`config.mk`:
```
export PLATFORM = sky130hd
export DESIGN_NAME = slave_axi_isolate_ctrl
export DESIGN_NICKNAME = d
export VERILOG_FILES = /design/src/rtl/slave_axi_isolate_ctrl.sv
export SDC_FILE = /design/constraint.sdc
export NUM_CORES = 1
export LEC_CHECK = 0
export ABC_AREA = 1
export CAP_MARGIN = 25
export CORE_MARGIN = 5
export CORE_UTILIZATION = 53
export DETAILED_ROUTE_END_ITERATION = 16
export PLACE_DENSITY = 0.85
export SKIP_LAST_GASP = 1
export SYNTH_ARGS = -nofsm -noshare
export SYNTH_HDL_FRONTEND = slang
export SYNTH_SLANG_ARGS = --single-unit
```
`constraint.sdc`:
```
create_clock -name B_CLK -period 3 [get_ports B_CLK]
set_clock_uncertainty 0.2 [all_clocks]
set_input_delay 0.6 -clock B_CLK [delete_from_list [all_inputs] [get_ports B_CLK]]
set_output_delay 0.6 -clock B_CLK [all_outputs]
set_load 0.01 [all_outputs]
```
`src/rtl/slave_axi_isolate_ctrl.sv`:
```
// rtl/slave_axi_isolate_ctrl.sv - isolate-and-reset sequencer for one slave behind the async AXI bridge
// Gates address handshakes, drains in-flight traffic, holds the slave reset, then waits out the bridge synchronisers.
module slave_axi_isolate_ctrl #(
   parameter int MAX_OST    = 8,
   parameter int STABLE_CYC = 4,
   parameter int RST_CYC    = 16,
   parameter int REC_CYC    = 80
) (
   input  logic                             B_CLK,
   input  logic                             B_RSTN,
   input  logic                             REQ_ISO,
   output logic                             ISO_DONE,
   input  logic                             M_WR_ADDR_VALID,
   output logic                             M_WR_ADDR_READY,
   output logic                             B_WR_ADDR_VALID,
   input  logic                             B_WR_ADDR_READY,
   input  logic                             M_RD_ADDR_VALID,
   output logic                             M_RD_ADDR_READY,
   output logic                             B_RD_ADDR_VALID,
   input  logic                             B_RD_ADDR_READY,
   input  logic                             B_WR_BACK_VALID,
   input  logic                             B_WR_BACK_READY,
   input  logic                             B_RD_DATA_VALID,
   input  logic                             B_RD_DATA_READY,
   input  logic                             B_RD_DATA_LAST,
   input  logic [4:0]                       fifo_empty_flag,
   output logic                             SLAVE_RSTN,
   output logic [$clog2(MAX_OST+1)-1:0]     WR_OST,
   output logic [$clog2(MAX_OST+1)-1:0]     RD_OST,
   output logic                             PROTO_ERR,
   output logic [2:0]                       STATE
);
   localparam int CW   = $clog2(MAX_OST + 1);
   localparam int SW   = $clog2(STABLE_CYC + 1);
   localparam int TMAX = (RST_CYC > REC_CYC) ? RST_CYC : REC_CYC;
   localparam int TW   = $clog2(TMAX + 1);
   localparam logic [CW-1:0] OST_MAX     = CW'(MAX_OST);
   localparam logic [SW-1:0] STABLE_LAST = SW'(STABLE_CYC - 1);
   localparam logic [TW-1:0] RST_LAST    = TW'(RST_CYC - 1);
   localparam logic [TW-1:0] REC_LAST    = TW'(REC_CYC - 1);

   typedef enum logic [2:0] {
      S_RUN     = 3'd0,
      S_BLOCK   = 3'd1,
      S_DRAIN   = 3'd2,
      S_RESET   = 3'd3,
      S_HOLD    = 3'd4,
      S_RECOVER = 3'd5
   } state_t;

   state_t          r_state;
   logic [CW-1:0]   r_wr_ost;
   logic [CW-1:0]   r_rd_ost;
   logic            r_proto_err;
   logic            r_slave_rstn;
   logic            r_iso_done;
   logic [4:0]      r_sync1;
   logic [4:0]      r_sync2;
   logic [SW-1:0]   r_stable;
   logic [TW-1:0]   r_timer;

   logic w_wr_open, w_rd_open;
   logic w_wr_inc, w_wr_dec, w_rd_inc, w_rd_dec;
   logic w_wr_stall, w_rd_stall;
   logic w_all_empty, w_rec_entry;

   assign w_wr_open = (r_state == S_RUN) && (r_wr_ost < OST_MAX);
   assign w_rd_open = (r_state == S_RUN) && (r_rd_ost < OST_MAX);

   assign B_WR_ADDR_VALID = M_WR_ADDR_VALID & w_wr_open;
   assign M_WR_ADDR_READY = B_WR_ADDR_READY & w_wr_open;
   assign B_RD_ADDR_VALID = M_RD_ADDR_VALID & w_rd_open;
   assign M_RD_ADDR_READY = B_RD_ADDR_READY & w_rd_open;

   assign w_wr_inc    = B_WR_ADDR_VALID && B_WR_ADDR_READY;
   assign w_wr_dec    = B_WR_BACK_VALID && B_WR_BACK_READY;
   assign w_rd_inc    = B_RD_ADDR_VALID && B_RD_ADDR_READY;
   assign w_rd_dec    = B_RD_DATA_VALID && B_RD_DATA_READY && B_RD_DATA_LAST;
   assign w_wr_stall  = B_WR_ADDR_VALID && !B_WR_ADDR_READY;
   assign w_rd_stall  = B_RD_ADDR_VALID && !B_RD_ADDR_READY;
   assign w_all_empty = (r_sync2 == 5'b11111);
   assign w_rec_entry = (r_state == S_HOLD) && !REQ_ISO;

   assign WR_OST     = r_wr_ost;
   assign RD_OST     = r_rd_ost;
   assign PROTO_ERR  = r_proto_err;
   assign SLAVE_RSTN = r_slave_rstn;
   assign ISO_DONE   = r_iso_done;
   assign STATE      = r_state;

   // Simultaneous issue and completion cancel; a lone completion at zero is a protocol error.
   always_ff @(posedge B_CLK or negedge B_RSTN) begin
      if (!B_RSTN) begin
         r_wr_ost    <= '0;
         r_rd_ost    <= '0;
         r_proto_err <= 1'b0;
      end else if (w_rec_entry) begin
         r_wr_ost <= '0;
         r_rd_ost <= '0;
      end else begin
         if (w_wr_inc && !w_wr_dec) begin
            r_wr_ost <= r_wr_ost + CW'(1);
         end else if (w_wr_dec && !w_wr_inc) begin
            if (r_wr_ost == '0) r_proto_err <= 1'b1;
            else                r_wr_ost    <= r_wr_ost - CW'(1);
         end
         if (w_rd_inc && !w_rd_dec) begin
            r_rd_ost <= r_rd_ost + CW'(1);
         end else if (w_rd_dec && !w_rd_inc) begin
            if (r_rd_ost == '0) r_proto_err <= 1'b1;
            else                r_rd_ost    <= r_rd_ost - CW'(1);
         end
      end
   end

   always_ff @(posedge B_CLK or negedge B_RSTN) begin
      if (!B_RSTN) begin
         r_state      <= S_RUN;
         r_slave_rstn <= 1'b1;
         r_iso_done   <= 1'b0;
         r_sync1      <= '0;
         r_sync2      <= '0;
         r_stable     <= '0;
         r_timer      <= '0;
      end else begin
         r_sync1 <= fifo_empty_flag;
         r_sync2 <= r_sync1;
         case (r_state)
            S_RUN: begin
               if (REQ_ISO && !w_wr_stall && !w_rd_stall) r_state <= S_BLOCK;
            end
            S_BLOCK: begin
               if (!REQ_ISO) begin
                  r_state <= S_RUN;
               end else if (r_wr_ost == '0 && r_rd_ost == '0) begin
                  r_state  <= S_DRAIN;
                  r_stable <= '0;
               end
            end
            S_DRAIN: begin
               if (!w_all_empty) begin
                  r_stable <= '0;
               end else if (r_stable == STABLE_LAST) begin
                  r_state      <= S_RESET;
                  r_slave_rstn <= 1'b0;
                  r_timer      <= '0;
               end else begin
                  r_stable <= r_stable + SW'(1);
               end
            end
            S_RESET: begin
               if (r_timer == RST_LAST) begin
                  r_state    <= S_HOLD;
                  r_iso_done <= 1'b1;
                  r_timer    <= '0;
               end else begin
                  r_timer <= r_timer + TW'(1);
               end
            end
            S_HOLD: begin
               if (!REQ_ISO) begin
                  r_state      <= S_RECOVER;
                  r_slave_rstn <= 1'b1;
                  r_iso_done   <= 1'b0;
                  r_timer      <= '0;
               end
            end
            S_RECOVER: begin
               if (r_timer == REC_LAST) begin
                  r_state <= S_RUN;
                  r_timer <= '0;
               end else begin
                  r_timer <= r_timer + TW'(1);
               end
            end
            default: begin
               r_state      <= S_RUN;
               r_slave_rstn <= 1'b1;
               r_iso_done   <= 1'b0;
               r_timer      <= '0;
            end
         endcase
      end
   end
endmodule
```
; Word level (Yosys, flattened, before mapping)
; Cells that the tools add are included.
[totals]
input_bits = 17
word_cells = 129
out_inout_bits = 18
register_bits = 34
[op_classes]
n_bitwise = 7
mux = 41
magnitude_cmp = 2
addsub = 6
eq_ne = 21
reduce_logical = 42
[op_table]
columns = operator, count
row1 = 3-bit 2-to-1 mux, 12
row2 = 7-bit 2-to-1 mux, 5
row3 = 7-bit case mux with 5 select lines, 1
row4 = 4-bit 2-to-1 mux, 8
row5 = 3-bit case mux with 6 select lines, 1
row6 = 1-bit logical AND, 17
row7 = "2-bit inequality test, second input constant", 7
row8 = "3-bit inequality test, second input constant", 4
row9 = 4-bit AND reduction, 3
row10 = 1-bit 2-to-1 mux, 11
row11 = "3-bit by 2-bit equality test with 1-bit output, second input constant", 3
row12 = 1-bit logical NOT, 9
row13 = "4-bit by 1-bit adder with 4-bit output, second input constant", 2
row14 = 4-bit logical NOT, 2
row15 = "4-bit < comparator, second input constant", 2
row16 = 4-bit OR reduction, 2
row17 = "4-bit by 1-bit subtractor with 4-bit output, second input constant", 2
row18 = "7-bit by 1-bit adder with 7-bit output, second input constant", 1
row19 = "7-bit by 4-bit equality test with 1-bit output, second input constant", 1
row20 = "7-bit equality test, second input constant", 1
row21 = 7-bit AND reduction, 1
row22 = "3-bit equality test, second input constant", 2
row23 = 1-bit case mux with 3 select lines, 2
row24 = 3-bit case mux with 2 select lines, 1
row25 = other kinds (12), 19

; Longest topological paths before layout
; Gate-level depths: netlist of the first run.
[depth]
word_depth = 11
depth_mapped = 14
depth_no_buf = 14

; Least setup slack after synthesis of the first run
; OpenSTA, ideal clock, no wires.
[synth_timing]
path_type = register to register
start = register r_state[1] (netlist: STATE[1])
end = register r_rd_ost[3] (netlist: RD_OST[3])
path_stages_with_launch = 14
synth_period_minus_slack_ns = 2.270
required_time_ns = 2.683
setup_slack_ns = 0.730
setup_time_ns = 0.117
arrival_time_ns = 1.953
n_path_buf = 0
path_cell_list = dfrtp_1 -> nor2_4 -> nand3_4 -> nor3_4 -> nand2_2 -> ha_1 -> a21oi_1 -> nand3_1 -> nand2_1 -> inv_1 -> nand2_1 -> nand2_1 -> nand3_1 -> nand2_1
[synth_via]
elab_chain_len = 8
word_cells_on_any_way = 14
classes_between = eq/ne (2) / mux (2) / bitwise (1) / reduce/logical (9)
[synth_lines]
columns = item, line_no
row1 = from (decl), 51  ; state_t r_state;
row2 = from (signal assigned), 118  ; r_state <= S_RUN;
row3 = from (signal assigned), 130  ; if (REQ_ISO && !w_wr_stall && !w_rd_stall) r_state <= S_BLOCK;
row4 = from (signal assigned), 134  ; r_state <= S_RUN;
row5 = 3-bit logical NOT, 68  ; assign w_rd_open = (r_state == S_RUN) && (r_rd_ost < OST_MAX);
row6 = 1-bit logical AND, 68
row7 = 1-bit bitwise AND, 72  ; assign B_RD_ADDR_VALID = M_RD_ADDR_VALID & w_rd_open;
row8 = 1-bit logical AND, 77  ; assign w_rd_inc = B_RD_ADDR_VALID && B_RD_ADDR_READY;
row9 = 1-bit logical NOT, 109  ; end else if (w_rd_dec && !w_rd_inc) begin
row10 = 1-bit logical AND, 109
row11 = 3-bit nonzero test (no source line), -
row12 = 2-bit AND reduction (no source line), -
row13 = to (signal assigned), 108  ; r_rd_ost <= r_rd_ost + CW'(1);
row14 = to (signal assigned), 111  ; else r_rd_ost <= r_rd_ost - CW'(1);
row15 = to (decl), 53  ; logic [CW-1:0] r_rd_ost;
; Several ways; a longest one is shown, not always the timed one.
; A chain may end at the register's enable or synchronous reset.

; Worst setup path in the final report of the first run
[layout_timing]
start = input B_WR_ADDR_READY
end = output M_WR_ADDR_READY
[layout_via]
elab_chain_len = 1
[layout_lines]
columns = item, line_no
row1 = from (decl), 16  ; input logic B_WR_ADDR_READY,
row2 = 1-bit bitwise AND, 71  ; assign M_WR_ADDR_READY = B_WR_ADDR_READY & w_wr_open;
row3 = to (decl), 14  ; output logic M_WR_ADDR_READY,
; No other way between the ends.

==> reports/qor.tcl, run 1 <==
set qor(run_status) {completed}
set qor(worst_slew_pin_slew_ns) 0.436
set qor(cp_max_fanout) 2
set qor(antennaDiodeCount) 0
set qor(grt_most_used_layer) {met2}
set qor(ff2ff_path_depth) 13
set qor(global_route.usage.met2) 0.304
set qor(fmax_mhz) 374
set qor(relSlewSlack) 0.709
set qor(layout-area-overhead-vs-synth_pct) 25.8
set qor(mappedNetlistArea_mm2) 0.00207
set qor(postSynth.topFlopCell) {sky130_fd_sc_hd__dfrtp_1}
set qor(post-place-cells) 343
set qor(synth_most_common_cell) {sky130_fd_sc_hd__nand2_1}
set qor(endpoint_kind) {primary output}
set qor(layout_worst_path_cycle_share) 0.891
set qor(arrival_ns) 1.87
set qor(synth_cell_type_count) 30
set qor(ys_top_cells_by_area) {sky130_fd_sc_hd__dfrtp_1, sky130_fd_sc_hd__nand2_1, sky130_fd_sc_hd__nand3_1}
set qor(synth_edf_count) 0
set qor(irDropWorstVdd_mv) 0.439
set qor(largest_net_degree_at_the_start_of_global_routing) 35
set qor(sequential_element_share_of_the_synthesized_area) 0.412
set qor(post_cts.resized_instances) 0
set qor(hold_path.class) {reg -> reg}
set qor(leakagePower_nw) 1.32
set qor(async_flop_share) 1.00
set qor(floorplan.core_area_mm2) 0.00372
set qor(multi_input_combinational_cell_area_mm2) 0.00105
set qor(setup_violations_final) 0
set qor(grt_usage) 0.181
set qor(grt_pass1_wl_mm) 7.56
set qor(fin_hold_ws_ns) 0.149
set qor(h-tree-depth) 2
set qor(die_extent_in_y_um) 72.5
set qor(timing.final.hold_violations) 0
set qor(nets) 328
set qor(synth.cells.most_frequent) {sky130_fd_sc_hd__nand2_1, sky130_fd_sc_hd__dfrtp_1, sky130_fd_sc_hd__inv_1}
set qor(holdPathStages) 0
set qor(number_of_fill_cells_in_the_layout) 319
set qor(cp.required_ns) 2.20
set qor(finalCriticalPeriod_ns) 2.67
set qor(synth_top_area_cell) {sky130_fd_sc_hd__dfrtp_1}
set qor(grt_setup_unrepaired) {no}
set qor(number_of_buffers_inserted_to_repair_setup_after_cts) 0
set qor(worst_slack_ns) 0.327
set qor(post_layout_nonfiller_instances) 351
set qor(gp_congestion) 0.877
set qor(detail_route.first_pass.iterations) 4
set qor(post-place-ws_ns) 0.192
set qor(total_power_mw) 2.35
set qor(placementRows) 22
set qor(cts_inserted_buffers) 5
set qor(drtIter0Drc) 113
set qor(postSynthRegisterBits) 34
set qor(floorplan.io_pins) 35
set qor(gr-usage-met1) 0.228
set qor(routed-via-count) 1814
set qor(tritoncts) {done}
set qor(clk_pin_slew_ns) 0.07
set qor(clockBufferDepth) 2
set qor(first_global_vias) 1717
set qor(syn-mean-instance-area_um2) 7.92
set qor(worstSetupStartpointType) {primary input}
set qor(grt-ovfl-total) 0
set qor(layout-drive-gt1-share) 0.145
set qor(post-dp-hpwl_mm) 3.29
set qor(cts_root_buffer) {sky130_fd_sc_hd__clkbuf_8}
set qor(design.die.area_mm2) 0.00525
set qor(netlist_instances) 261
set qor(ys.warnings.count) 0
set qor(antenna_found_initial) 0
set qor(io_buffer_count) 34
set qor(maxCapViolations) 0
set qor(seq_area_um2) 852
set qor(avgViaCountPerCell) 5.17
set qor(drt.antenna.violating_nets) 0
set qor(later_pin_clock_latency_in_the_skew_report_ns) 0.29
set qor(effective_utilization_at_floorplan) 0.557
set qor(width_of_the_chip_um) 72.5
set qor(finalSetupTns_ns) 0
set qor(power_per_cell_area_mw_per_mm2) 903
set qor(post_cts_hold_buffer_count) 0
set qor(slew_violations) 0
set qor(clkSinkCount) 34
set qor(synth.net_count) 287
set qor(route.detailed.drc) 0
set qor(global_route.usage.met3) 0.0443
set qor(synth.top_cell.area_share) 0.399
set qor(final_routed_wirelength_mm) 4.30
set qor(path_class) {in -> out}
set qor(wl_per_instance_um) 12.3
path summary, 6_finish.rpt:
path / startpoint / to / slack (ns)
setup / recovery: B_WR_ADDR_READY / M_WR_ADDR_READY / 0.33
hold reg to reg: r_sync1[3] / r_sync2[3] / 0.15
setup reg to reg: STATE[1] / RD_OST[3] / 0.51
min in group asynchronous: B_RSTN / WR_OST[2] / 0.53
max in group asynchronous: B_RSTN / SLAVE_RSTN / 1.74
hold / removal: r_sync1[3] / r_sync2[3] / 0.15
per-layer routing:
layer	routed length (um)	part of all wire
met4	79	0.018
met3	209	0.049
met2	2070	0.48
met1	1950	0.45
met5	0	0
critical path, cell delays in order:
cell and delay (ns):
sky130_fd_sc_hd__clkdlybuf4s50_1 0.47, sky130_fd_sc_hd__inv_1 0.07, sky130_fd_sc_hd__nor3_1 0.17, sky130_fd_sc_hd__clkdlybuf4s50_1 0.56
cell families after synthesis:
family	count (synthesis)	synth area share
simple gates	149	0.364
compound gates	22	0.0599
xor+xnor	5	0.0212
flops	34	0.412
buf+inv	42	0.0811
fa+ha+maj	9	0.0617
power by group:
group | internal (mW) | leakage (nW) | switching (mW)
Clock | 0.333 | 0.0683 | 0.171
Combinational | 0.487 | 0.826 | 0.626
Sequential | 0.583 | 0.423 | 0.150
cells in the final DEF, fill, tap and decap left out, types with 2 or more instances in the layout:
| cell | count |
|---|---|
| sky130_fd_sc_hd__bufinv_16 | 2 |
| sky130_fd_sc_hd__nand3_2 | 5 |
| sky130_fd_sc_hd__nor2_1 | 21 |
| sky130_fd_sc_hd__ha_1 | 7 |
| sky130_fd_sc_hd__o211ai_1 | 2 |
| sky130_fd_sc_hd__nand4_1 | 3 |
| sky130_fd_sc_hd__xor2_1 | 3 |
| sky130_fd_sc_hd__o21ai_0 | 11 |
| sky130_fd_sc_hd__inv_1 | 33 |
| sky130_fd_sc_hd__nand2_2 | 4 |
| sky130_fd_sc_hd__nand3_1 | 30 |
| sky130_fd_sc_hd__nor2_2 | 7 |
| sky130_fd_sc_hd__o21ai_1 | 2 |
| sky130_fd_sc_hd__dfrtp_1 | 33 |
| sky130_fd_sc_hd__nor2_4 | 3 |
| sky130_fd_sc_hd__clkinv_2 | 2 |
| sky130_fd_sc_hd__xnor2_1 | 2 |
| sky130_fd_sc_hd__a21oi_1 | 4 |
| sky130_fd_sc_hd__nand2_4 | 2 |
| sky130_fd_sc_hd__fa_1 | 2 |
| sky130_fd_sc_hd__nand3_4 | 2 |
| sky130_fd_sc_hd__inv_2 | 6 |
| sky130_fd_sc_hd__nor3_1 | 3 |
| sky130_fd_sc_hd__clkdlybuf4s50_1 | 34 |
| sky130_fd_sc_hd__nand2_1 | 67 |
| sky130_fd_sc_hd__clkbuf_8 | 5 |
final cells by class:
type / instances / area share
Timing Repair Buffer: 35 / 0.134
Multi-Input combinational cell: 185 / 0.403
Clock inverter: 3 / 0.0264
Tap cell: 48 / 0.0231
Clock buffer: 5 / 0.0264
Sequential cell: 34 / 0.327
Inverter: 41 / 0.0601
flip-flops by register name (all words and copies together), names as in the netlist:
name        count
PROTO_ERR       1
SLAVE_RSTN      1
r_timer         7
r_stable        3
r_sync2         5
r_sync1         5
RD_OST          4
ISO_DONE        1
STATE           3
WR_OST          4
stage by stage:
step / cell area [um^2] / utilization
after floorplan: 2070 / -
final: 2600 / 0.700
after detailed placement: 2460 / 0.663
after CTS: 2600 / 0.700
after global routing: 2600 / 0.700
after global placement: 2460 / 0.663
Note: power is estimated with default switching activity, not from simulation.
==> inputs of run 2 (changes only) <==
- CORE_MARGIN: 5 -> 2
- CORE_UTILIZATION: 53 -> 54
- PLACE_DENSITY: 0.85 -> 0.86
- clock period: 3 -> 3.1 ns (I/O delays scaled with it)
==> run 2 against run 1 <==
  * Via count stayed put
  * Count of clock-buffer cells in the layout rose by 1
  * Core utilization fell by 0.11 points
  * Design area down 1.6%
  * Sequential cell count did not move
  * Die area fell by 17%
  * Critical path depth unchanged
  * First-iteration DRC count fell by 8.0%
  * Sequential power fell by 2.9%
  * Largest power group unchanged
==> reports/qor.tcl, run 2 (synthesis gave the netlist of run 1 again) <==
set qor(floorplan.core_area_mm2) 0.00366
set qor(grt_usage) 0.221
set qor(leakagePower_nw) 1.30
set qor(post-dp-hpwl_mm) 3.39
set qor(total_power_mw) 2.13
set qor(irDropWorstVdd_mv) 0.602
set qor(timing.final.hold_violations) 0
set qor(routed-via-count) 1814
set qor(grt_setup_unrepaired) {no}
set qor(cts_inserted_buffers) 5
set qor(setup_violations_final) 0
set qor(maxCapViolations) 0
set qor(ff2ff_path_depth) 13
set qor(io_buffer_count) 34
set qor(tritoncts) {done}
set qor(worstSetupStartpointType) {primary input}
set qor(holdPathStages) 0
set qor(later_pin_clock_latency_in_the_skew_report_ns) 0.29
set qor(largest_net_degree_at_the_start_of_global_routing) 35
set qor(nets) 328
set qor(layout-area-overhead-vs-synth_pct) 23.8
set qor(slew_violations) 0
set qor(timing.critical_path.slowest_cell_delay_ns) 0.57
set qor(layout_commonest_cell) {sky130_fd_sc_hd__nand2_1}
set qor(h-tree-depth) 2
set qor(largest_reg_flops) 7
set qor(wl_per_instance_um) 12.4
set qor(worst_slew_pin_slew_ns) 0.428
set qor(design.die.area_mm2) 0.00434
set qor(path_common_cell) {sky130_fd_sc_hd__clkdlybuf4s50_1}
set qor(run_status) {completed}
set qor(commonest_cells_after_routing_fill_and_taps_aside) {sky130_fd_sc_hd__nand2_1, sky130_fd_sc_hd__clkdlybuf4s50_1, sky130_fd_sc_hd__dfrtp_1, sky130_fd_sc_hd__inv_1, sky130_fd_sc_hd__nand3_1}
set qor(layout_worst_path_cycle_share) 0.895
set qor(number_of_buffers_inserted_to_repair_setup_after_cts) 0
set qor(clockBufferDepth) 2
set qor(finalCriticalPeriod_ns) 2.78
set qor(final_routed_wirelength_mm) 4.37
set qor(detail_route.first_pass.iterations) 4
set qor(arrival_ns) 1.96
set qor(cp.required_ns) 2.28
set qor(largest-register) {r_timer}
set qor(floorplan.io_pins) 35
set qor(post_cts_hold_buffer_count) 0
set qor(antennaDiodeCount) 0
set qor(first_global_vias) 1708
set qor(placementRows) 22
set qor(drt.antenna.violating_nets) 0
set qor(cts_root_buffer) {sky130_fd_sc_hd__clkbuf_8}
set qor(cp_max_fanout) 2
set qor(largestRegisters) {r_timer: 7 flops, r_sync1: 5 flops, r_sync2: 5 flops}
set qor(clk_pin_slew_ns) 0.07
set qor(effective_utilization_at_floorplan) 0.565
set qor(endpoint_kind) {primary output}
set qor(width_of_the_chip_um) 65.9
set qor(gp_congestion) 0.816
set qor(die_extent_in_y_um) 65.9
set qor(antenna_found_initial) 0
set qor(post_cts.resized_instances) 0
set qor(grt_pass1_wl_mm) 7.41
set qor(path_class) {in -> out}
set qor(timing.critical_path.cells) {clkdlybuf4s50_1 -> inv_1 -> nor3_1 -> clkdlybuf4s50_1}
set qor(fin_hold_ws_ns) 0.146
set qor(grt-ovfl-total) 0
set qor(drtIter0Drc) 104
set qor(layout-drive-gt1-share) 0.145
set qor(slowest_stage_cell_cp) {sky130_fd_sc_hd__clkdlybuf4s50_1}
set qor(avgViaCountPerCell) 5.17
set qor(relSlewSlack) 0.714
set qor(hold_path.class) {reg -> reg}
set qor(fmax_mhz) 360
set qor(route.detailed.drc) 0
set qor(power_per_cell_area_mw_per_mm2) 833
set qor(finalSetupTns_ns) 0
set qor(clkSinkCount) 34
[run 2: stage by stage]
stage,area [um^2],worst slack [ns],std cells,util
finish,2560,0.324,351,0.699
global route,2560,0.241,351,0.699
CTS,2560,0.334,351,0.699
detailed placement,2460,0.262,343,0.673
global placement,2460,0.358,343,0.673
floorplan,2070,0.830,261,-
[run 2: per-layer routing]
metal | track usage | vias up | wire length (um) | part of all wire
met5 | 0 | - | 0 | 0
met4 | 0.0625 | 0 | 18 | 0.0041
met3 | 0.0460 | 3 | 150 | 0.034
met2 | 0.385 | 41 | 2210 | 0.51
met1 | 0.275 | 857 | 1990 | 0.46
li1 | - | 913 | - | -
[run 2: final timing paths]
kind	startpoint	to	slack, ns
worst min register to register	r_sync1[0]	r_sync2[0]	0.15
worst min-delay path	r_sync1[0]	r_sync2[0]	0.15
worst max-delay path	B_WR_ADDR_READY	M_WR_ADDR_READY	0.32
max in group asynchronous	B_RSTN	SLAVE_RSTN	1.82
min in group asynchronous	B_RSTN	RD_OST[1]	0.54
worst max register to register	STATE[1]	RD_OST[3]	0.63
[run 2: power breakdown]
part	switching, mW	leakage [nW]	internal [mW]	total, mW
Sequential	0.148	0.423	0.564	0.712
Combinational	0.609	0.826	0.474	1.08
Clock	0.158	0.0472	0.178	0.337
Total	0.916	1.30	1.22	2.13
[run 2: area by class of cell]
class / instances / area [um^2]
clock buffers: 6 / 82.6
clock inverters: 2 / 12.5
fillers: 309 / 1100
inverters: 41 / 156
multi-input cells: 185 / 1050
flip-flops and latches: 34 / 852
well taps: 48 / 60.1
repair buffers: 35 / 348
[run 2: worst max-delay path: cells and delay by family]
family	cells	cell delay [ns]
buffers and inverters	3	1.15
and+or+nand+nor	1	0.19
==> inputs of run 3 (changes only) <==
- TNS_END_PERCENT: not set -> 10
==> results of run 3 <==
The final DEF is identical to that of run 2; final timing and power are the same.
